[src/rtl/perf_pkg.sv]
// Shared types and defaults for the pipeline performance monitor.
// The counter saturation mode is selected by the PERF_SATURATE_EN macro.
package perf_pkg;

  typedef enum logic [1:0] {
    ST_IDLE = 2'd0,
    ST_RUN  = 2'd1,
    ST_DONE = 2'd2
  } perf_state_e;

  localparam int CNT_W_DEF = 32;
  localparam int LIM_W_DEF = 32;

endpackage

[src/rtl/perf_evt_counter.sv]
// One performance counter with increment enable, synchronous clear and sticky overflow.
// Wraps modulo 2^CNT_W by default; saturates at all-ones when PERF_SATURATE_EN is defined.
module perf_evt_counter
  import perf_pkg::*;
#(
  parameter int CNT_W = CNT_W_DEF
) (
  input  logic             clk_i,
  input  logic             rst_i,
  input  logic             clr_i,
  input  logic             inc_i,
  output logic [CNT_W-1:0] cnt_o,
  output logic             ovf_o
);

  logic [CNT_W-1:0] cnt_q, cnt_d;
  logic             ovf_q, ovf_d;
  logic             at_max;

  assign at_max = &cnt_q;

  always_comb begin
    cnt_d = cnt_q;
    ovf_d = ovf_q;
    if (clr_i) begin
      cnt_d = '0;
      ovf_d = 1'b0;
    end else if (inc_i) begin
      if (at_max) begin
        // Overflow is flagged on the increment that would leave all-ones.
        ovf_d = 1'b1;
`ifdef PERF_SATURATE_EN
        cnt_d = cnt_q;
`else
        cnt_d = '0;
`endif
      end else begin
        cnt_d = cnt_q + CNT_W'(1);
      end
    end
  end

  always_ff @(posedge clk_i) begin
    if (rst_i) begin
      cnt_q <= '0;
      ovf_q <= 1'b0;
    end else begin
      cnt_q <= cnt_d;
      ovf_q <= ovf_d;
    end
  end

  assign cnt_o = cnt_q;
  assign ovf_o = ovf_q;

endmodule

[src/rtl/pipe_perf_monitor.sv]
// Cycle plus per-event performance counters over a programmable run window, with a registered read port.
// Counter behaviour on overflow (wrap or saturate) follows the PERF_SATURATE_EN macro.
module pipe_perf_monitor
  import perf_pkg::*;
#(
  parameter  int NUM_EVT = 4,
  parameter  int CNT_W   = CNT_W_DEF,
  parameter  int LIM_W   = LIM_W_DEF,
  localparam int SEL_W   = $clog2(NUM_EVT + 2)
) (
  input  logic               clk_i,
  input  logic               rst_i,
  input  logic               start_i,
  input  logic               clear_i,
  input  logic               freeze_i,
  input  logic [LIM_W-1:0]   limit_i,
  input  logic [NUM_EVT-1:0] evt_i,
  input  logic [SEL_W-1:0]   rd_sel_i,
  output logic [CNT_W-1:0]   rd_data_o,
  output logic [NUM_EVT:0]   ovf_o,
  output logic               running_o,
  output logic               done_o
);

  localparam int SEL_CYCLE = NUM_EVT;
  localparam int CMP_W     = ((CNT_W > LIM_W) ? CNT_W : LIM_W) + 1;

  perf_state_e      state_q, state_d;
  logic [LIM_W-1:0] limit_q, limit_d;
  logic [CNT_W-1:0] rd_data_q, rd_data_d;
  logic             running_q, done_q;

  logic [CNT_W-1:0] cnt_w [NUM_EVT+1];
  logic [NUM_EVT:0] ovf_w;
  logic [NUM_EVT:0] inc_w;
  logic             count_en;
  logic             hit_limit;

  assign count_en = (state_q == ST_RUN) && !freeze_i;

  // Compared one bit wider than either operand so limit-1 -> limit never aliases on wrap.
  assign hit_limit = (limit_q != '0) &&
                     ((CMP_W'(cnt_w[SEL_CYCLE]) + CMP_W'(1)) == CMP_W'(limit_q));

  assign inc_w = {count_en, evt_i & {NUM_EVT{count_en}}};

  for (genvar k = 0; k <= NUM_EVT; k++) begin : g_cnt
    perf_evt_counter #(
      .CNT_W(CNT_W)
    ) u_cnt (
      .clk_i (clk_i),
      .rst_i (rst_i),
      .clr_i (clear_i),
      .inc_i (inc_w[k]),
      .cnt_o (cnt_w[k]),
      .ovf_o (ovf_w[k])
    );
  end

  always_comb begin
    state_d = state_q;
    limit_d = limit_q;
    if (clear_i) begin
      state_d = ST_IDLE;
    end else begin
      case (state_q)
        ST_IDLE: begin
          if (start_i) begin
            state_d = ST_RUN;
            limit_d = limit_i;
          end
        end
        ST_RUN: begin
          if (count_en && hit_limit) begin
            state_d = ST_DONE;
          end
        end
        ST_DONE: state_d = ST_DONE;
        default: state_d = ST_IDLE;
      endcase
    end
  end

  // Read mux samples counters before this edge's update; out-of-range selects read zero.
  always_comb begin
    rd_data_d = '0;
    for (int k = 0; k <= NUM_EVT; k++) begin
      if (rd_sel_i == SEL_W'(k)) begin
        rd_data_d = cnt_w[k];
      end
    end
  end

  always_ff @(posedge clk_i) begin
    if (rst_i) begin
      state_q   <= ST_IDLE;
      limit_q   <= '0;
      rd_data_q <= '0;
      running_q <= 1'b0;
      done_q    <= 1'b0;
    end else begin
      state_q   <= state_d;
      limit_q   <= limit_d;
      rd_data_q <= rd_data_d;
      running_q <= (state_d == ST_RUN);
      done_q    <= (state_d == ST_DONE);
    end
  end

  assign rd_data_o = rd_data_q;
  assign ovf_o     = ovf_w;
  assign running_o = running_q;
  assign done_o    = done_q;

endmodule

[config.mk]
export PLATFORM = sky130hd
export DESIGN_NAME = pipe_perf_monitor
export DESIGN_NICKNAME = d
export VERILOG_FILES = /design/src/rtl/perf_pkg.sv /design/src/rtl/perf_evt_counter.sv /design/src/rtl/pipe_perf_monitor.sv
export SDC_FILE = /design/constraint.sdc
export NUM_CORES = 1
export LEC_CHECK = 0
export ABC_AREA = 1
export BUFFER_PORTS_ARGS = -buffer_cell sky130_fd_sc_hd__buf_2
export CORE_ASPECT_RATIO = 1.75
export CORE_MARGIN = 2
export CORE_UTILIZATION = 50
export CTS_CLUSTER_SIZE = 14
export DETAILED_ROUTE_END_ITERATION = 8
export PLACE_DENSITY = 0.71
export REMOVE_ABC_BUFFERS = 1
export SYNTH_ARGS = -nofsm -noshare
export SYNTH_HDL_FRONTEND = slang
export SYNTH_SLANG_ARGS = --single-unit
[constraint.sdc]
create_clock -name clk_i -period 2.33 [get_ports clk_i]
set_input_delay 0.3495 -clock clk_i [delete_from_list [all_inputs] [get_ports clk_i]]
set_output_delay 0.3495 -clock clk_i [all_outputs]
set_load 0.1 [all_outputs]
* Word level (Yosys, flattened, before mapping) *
Index checks and enable logic that the tools add are counted.

word-level totals
  logic and storage cells = 65
  output and inout port bits = 39
  register bits after elaboration = 233

cells by class
  add/subtract/negate cells = 6
  equality and inequality tests = 9
  reduce and logical (&&, ||, !) cells = 19
  bitwise logic cells = 2
  muxes and demuxes = 14

operators with widths
  kind                                            number
  two-way mux 32 bit                              10
  AND reduction 33 bit                            5
  adder 32 x 1 -> 32 bit (second input constant)  5
  AND reduction 32 bit                            5
  adder 32 x 1 -> 33 bit (second input constant)  1
  == test 33 x 32 -> 1 bit                        1
  nonzero test 32 bit                             1
  == test 3 x 2 -> 1 bit (second input constant)  2
  two-way mux 2 bit                               3
  one-hot mux 2 bit (3 select lines)              1
  bitwise AND 4 bit                               1
  == test 2 x 1 -> 1 bit (second input constant)  2
  == test 2 bit (second input constant)           2
  == test 3 x 1 -> 1 bit (second input constant)  1
  == test 3 bit (second input constant)           1
  logical AND 1 bit                               3
  zero test 3 bit                                 1
  AND reduction 3 bit                             1
  zero test 2 bit                                 1
  OR reduction 2 bit                              1
  zero test 1 bit                                 1
  inverter 1 bit                                  1

* Depth between registers and ports, before layout *
  depth after elaboration = 8
  gate-level depth with buffers = 17
  mapped depth without buffers = 17

* Hierarchy *
Synthesis repeated with hierarchy kept, for this count alone.

second synthesis, totals
  cell total of the unflattened synthesis = 2202
  area total of the unflattened synthesis = 14503.9 µm²

by module, submodules not included
  module             instances  cells each  area each (µm²)  seq. area each (µm²)
  perf_evt_counter   5          282         1956.9           660.6
  pipe_perf_monitor  1          792         4719.5           1361.3

* Worst setup path after synthesis *
Ideal clock, no wire load.

  path kind = register -> register
  start point = reg g_cnt[1].u_cnt.cnt_q[0]
  end point = reg g_cnt[1].u_cnt.cnt_q[21]
  setup slack = 0.339 ns
  arrival = 1.872 ns
  data required time = 2.211 ns
  setup time = 0.119 ns
  stages on the path, launching flop included = 14
  buffers on the path = 1
  cell sequence = dfxtp_1 -> ha_1 -> nand2_1 -> inv_1 -> nand3_1 -> nor2_4 -> nand3_2 -> nor2_4 -> nand4_1 -> nor2_2 -> inv_2 -> o21ai_4 -> buf_4 -> nor3b_1

between the ends
  cells in the longest elaborated chain, start to end = 2
  elaborated cells between the ends (all ways) = 3
  those cells by class = 1 x add/sub; 1 x mux; 1 x reduce/logical

RTL lines
  element                                                         RTL line                                        source
  from (decl)                                                     perf_evt_counter.sv:16                          logic [CNT_W-1:0] cnt_q, cnt_d;
  from (signal assigned)                                          perf_evt_counter.sv:48                          cnt_q <= cnt_d;
  adder 32 x 1 -> 32 bit or AND reduction 32 bit (tied branches)  perf_evt_counter.sv:38, perf_evt_counter.sv:20
  two-way mux 32 bit *                                            perf_evt_counter.sv:29                          if (at_max) begin

Mark *: on every way between the ends. The rest lies on a longest branch, timed or not.
A chain may end at the register's enable or synchronous reset.

* Worst setup path in the final report *
  start point = reg state_q[1]
  end point = reg g_cnt[3].u_cnt.cnt_q[3]

between the ends
  cells in the longest elaborated chain, start to end = 3

RTL lines
  element                 RTL line                  source
  from (decl)             pipe_perf_monitor.sv:28   perf_state_e state_q, state_d;
  from (signal assigned)  pipe_perf_monitor.sv:102  state_q <= state_d;
  == test 2 x 1 -> 1 bit  pipe_perf_monitor.sv:39   assign count_en = (state_q == ST_RUN) && !freeze_i;
  logical AND 1 bit       pipe_perf_monitor.sv:39
  bitwise AND 4 bit       pipe_perf_monitor.sv:45   assign inc_w = {count_en, evt_i & {NUM_EVT{count_en}}};
  to (signal assigned)    perf_evt_counter.sv:48
  to (decl)               perf_evt_counter.sv:16

No other way between the ends.

==> out/metrics.csv <==
stage,metric,value,unit
global_route,grt_pass1_wl,62500,µm
global_route,grt_pass1_vias,12649,
clocking,clock-root-buffer,clkbuf_16,
finish,layout-drive-gt1-share,0.172,
power_and_ir_drop,power_frac_clock,0.466,
drt,antenna_left,0,
clocking,numCtsBuffers,24,
drt,drc_errors,0,
finish,diodes,0,
placed_design,port_buffers,82,
sta,setup_tns,0,ps
global_route,antenna_found_initial,0,
clocking,clock-sinks,233,
critical_path,cp.arrival,2640,ps
sta,finalHoldViolCount,0,
placed_design,place_congestion,1.02,
placed_design,post_dp_cell_area,14000,µm²
clocking,cts_tree,yes,
power_and_ir_drop,combPwrFrac,0.056,
sta,period_share,0.951,
sta,relSlewSlack,0.510,
power_and_ir_drop,p_int,6490,µW
floorplanning,die_w,124,µm
hold_path,min_path_type,input port to register,
synthesis,yosysSeqAreaShare,0.369,
synthesis,synthTopCellsByCount,"466 x nand2_1, 254 x nor2_1, 248 x inv_1",
clocking,clk_latency,540,ps
global_route,gr-total-overflow,0,
clocking,cts_buffer_depth,3,
sta,slew_violations,0,
power_and_ir_drop,p_per_area,562,nW/µm²
synthesis,synth-async-reset-ratio,0,
placed_design,dpl.hpwl,30800,µm
critical_path,cp_max_fo,10,
synthesis,syn_inst,1900,
power_and_ir_drop,p_sw,2000,µW
floorplanning,ios,83,
synthesis,avgSynthCellArea,6.65,µm²
sta,rsz0062_at_grt,true,
global_route,grt_max_degree,69,
power_and_ir_drop,ir_drop,0.000600,V
synthesis,synth_area,12600,µm²
global_route,grt_usage,0.301,
critical_path,r2r_slack,110,ps
floorplanning,start_util,0.504,
run_status,status,"finished, final reports clean",
placed_design,place_ws,-30.0,ps
clocking,cts.clk_slew.worst_paths,60,ps
sta,final.setup_skew,15.2,ps
floorplanning,die_area,26600,µm²
finish,stdcell_area,15100,µm²
power_and_ir_drop,p_seq_frac,0.478,
synthesis,synth-seq-cells,233,
synthesis,ys_types,55,
power_and_ir_drop,p_leak,0.00577,µW
critical_path,worstPathRequired,2760,ps
finish,utilization,0.603,
finish,nets,2103,
drt,avgViaCountPerCell,5.48,
synthesis,yosysTopAreaCellShare,0.369,
synthesis,ys_top_cells_by_area,"dfxtp_1 37%, nand2_1 14%, nor2_1 7.5%",
sta,timing.final.ws_setup,115,ps
placed_design,place_inst,2335,
finish,syn2layout_area_growth,19.5,%
power_and_ir_drop,switching_share,0.235,
sta,fmax,451,MHz
synthesis,synth_edf_count,0,
finish,fill_cells,2404,
clocking,htree_levels,1,
synthesis,synth_top_area_cell,dfxtp_1,
floorplanning,core_area,25000,µm²
sta,setup_viol_count_final,0,
clocking,postCtsHoldBufs,0,
floorplanning,rows,77,
sta,worst-slew-pin-transition,735,ps
sta,finalCriticalPeriod,2220,ps
drt,avgRoutedWirePerCell,16.7,µm
synthesis,synth.most_common_cell,nand2_1,
floorplanning,die_h,214,µm
critical_path,crit_path_end_kind,register,
synthesis,synthFlopType,dfxtp_1,
synthesis,yosys_warnings,0,
critical_path,startpoint_type,register,
drt,drtIter0Drc,770,
flow_run,drv_cap,0,
drt,totalWireLength,39800,µm
drt,drt_pass1_iterations,6,
finish,stdcell_count,2386,
critical_path,crit_type,register to register,
drt,vias,13064,
[final timing paths]
path,startpoint,to,depth (start not counted)
setup / recovery,state_q[1],g_cnt[3].u_cnt.cnt_o[3],12
hold / removal,limit_i[1],limit_q[1],3
setup reg to reg,state_q[1],g_cnt[3].u_cnt.cnt_o[3],12
hold reg to reg,g_cnt[3].u_cnt.ovf_o,g_cnt[3].u_cnt.ovf_o,1
[cells in the final DEF, fill, tap and decap left out, types with 40 or more instances in the layout]
cell type	count
nand3_1	127
inv_1	243
nand2_1	456
nor3_1	55
nand4_1	41
buf_4	96
dfxtp_1	218
a21oi_1	112
buf_2	82
nor2_1	227
a211oi_1	40
[area by class of cell]
class	count	area, µm²	share of cell area
Multi-Input combinational cell	1354	6980	0.462
Sequential cell	233	4690	0.311
Timing Repair Buffer	186	1280	0.0849
Inverter	255	960	0.0636
Clock buffer	35	703	0.0466
Tap cell	316	395	0.0262
Clock inverter	7	88.8	0.00588
[sequential cells by signal, indices dropped and copies added, names as in the netlist]
| name | count |
|---|---|
| rd_data_o | 32 |
| state_q | 2 |
| g_cnt.u_cnt.ovf_o | 5 |
| limit_q | 32 |
| g_cnt.u_cnt.cnt_o | 160 |
| running_o | 1 |
| done_o | 1 |
[critical path: stages, from the launching register on]
cell	delay [ps]
dfxtp_1	320
inv_2	70
nand2_4	70
nor2_8	270
buf_4	180
nand2_4	80
nor2_8	120
nand4_2	150
nor3_4	260
nand2_4	130
o21ai_4	150
buf_4	210
nor3_1	60
[power groups by stage]
stage | sequential, µW | combinational, µW | clock, µW
after detailed placement | 4150 | 464 | 0
after global placement | 4150 | 460 | 0
after global routing | 4060 | 518 | 4180
final | 4060 | 474 | 3950
after floorplan | 4140 | 243 | 0
after CTS | 4060 | 466 | 4020
[through the flow]
step / hold slack [ps] / power (µW)
floorplan: 419 / 4380
global placement: 443 / 4610
detailed placement: 452 / 4610
finish: 60.3 / 8480
global route: 66.8 / 8760
CTS: 41.6 / 8550
[logic make-up (layout without fill, tap and decap cells)]
family                   Yosys count  after routing  synth area share
AND/OR/NAND/NOR                 1047           1047             0.376
buffers and inverters            313            483            0.0970
AO/OA/AOI/OAI                    266            266             0.127
flip-flops                       233            233             0.369
XOR/XNOR                          36             36            0.0260
adder cells (fa/ha/maj)            5              5           0.00495
[metal layers]
layer	GRT usage	wire (µm)	up-vias
li1	-	-	6520
met1	0.295	13900	6018
met2	0.553	21100	361
met3	0.0298	1310	165
met4	0.236	3480	0
met5	0	0	-
[repair_timing]
action,4_1_cts,5_1_grt
endpoints found under the setup margin,4,41
pin swaps,1,18
setup buffers,0,9
resized for setup,7,76
Power figures use the tool's default switching activity.
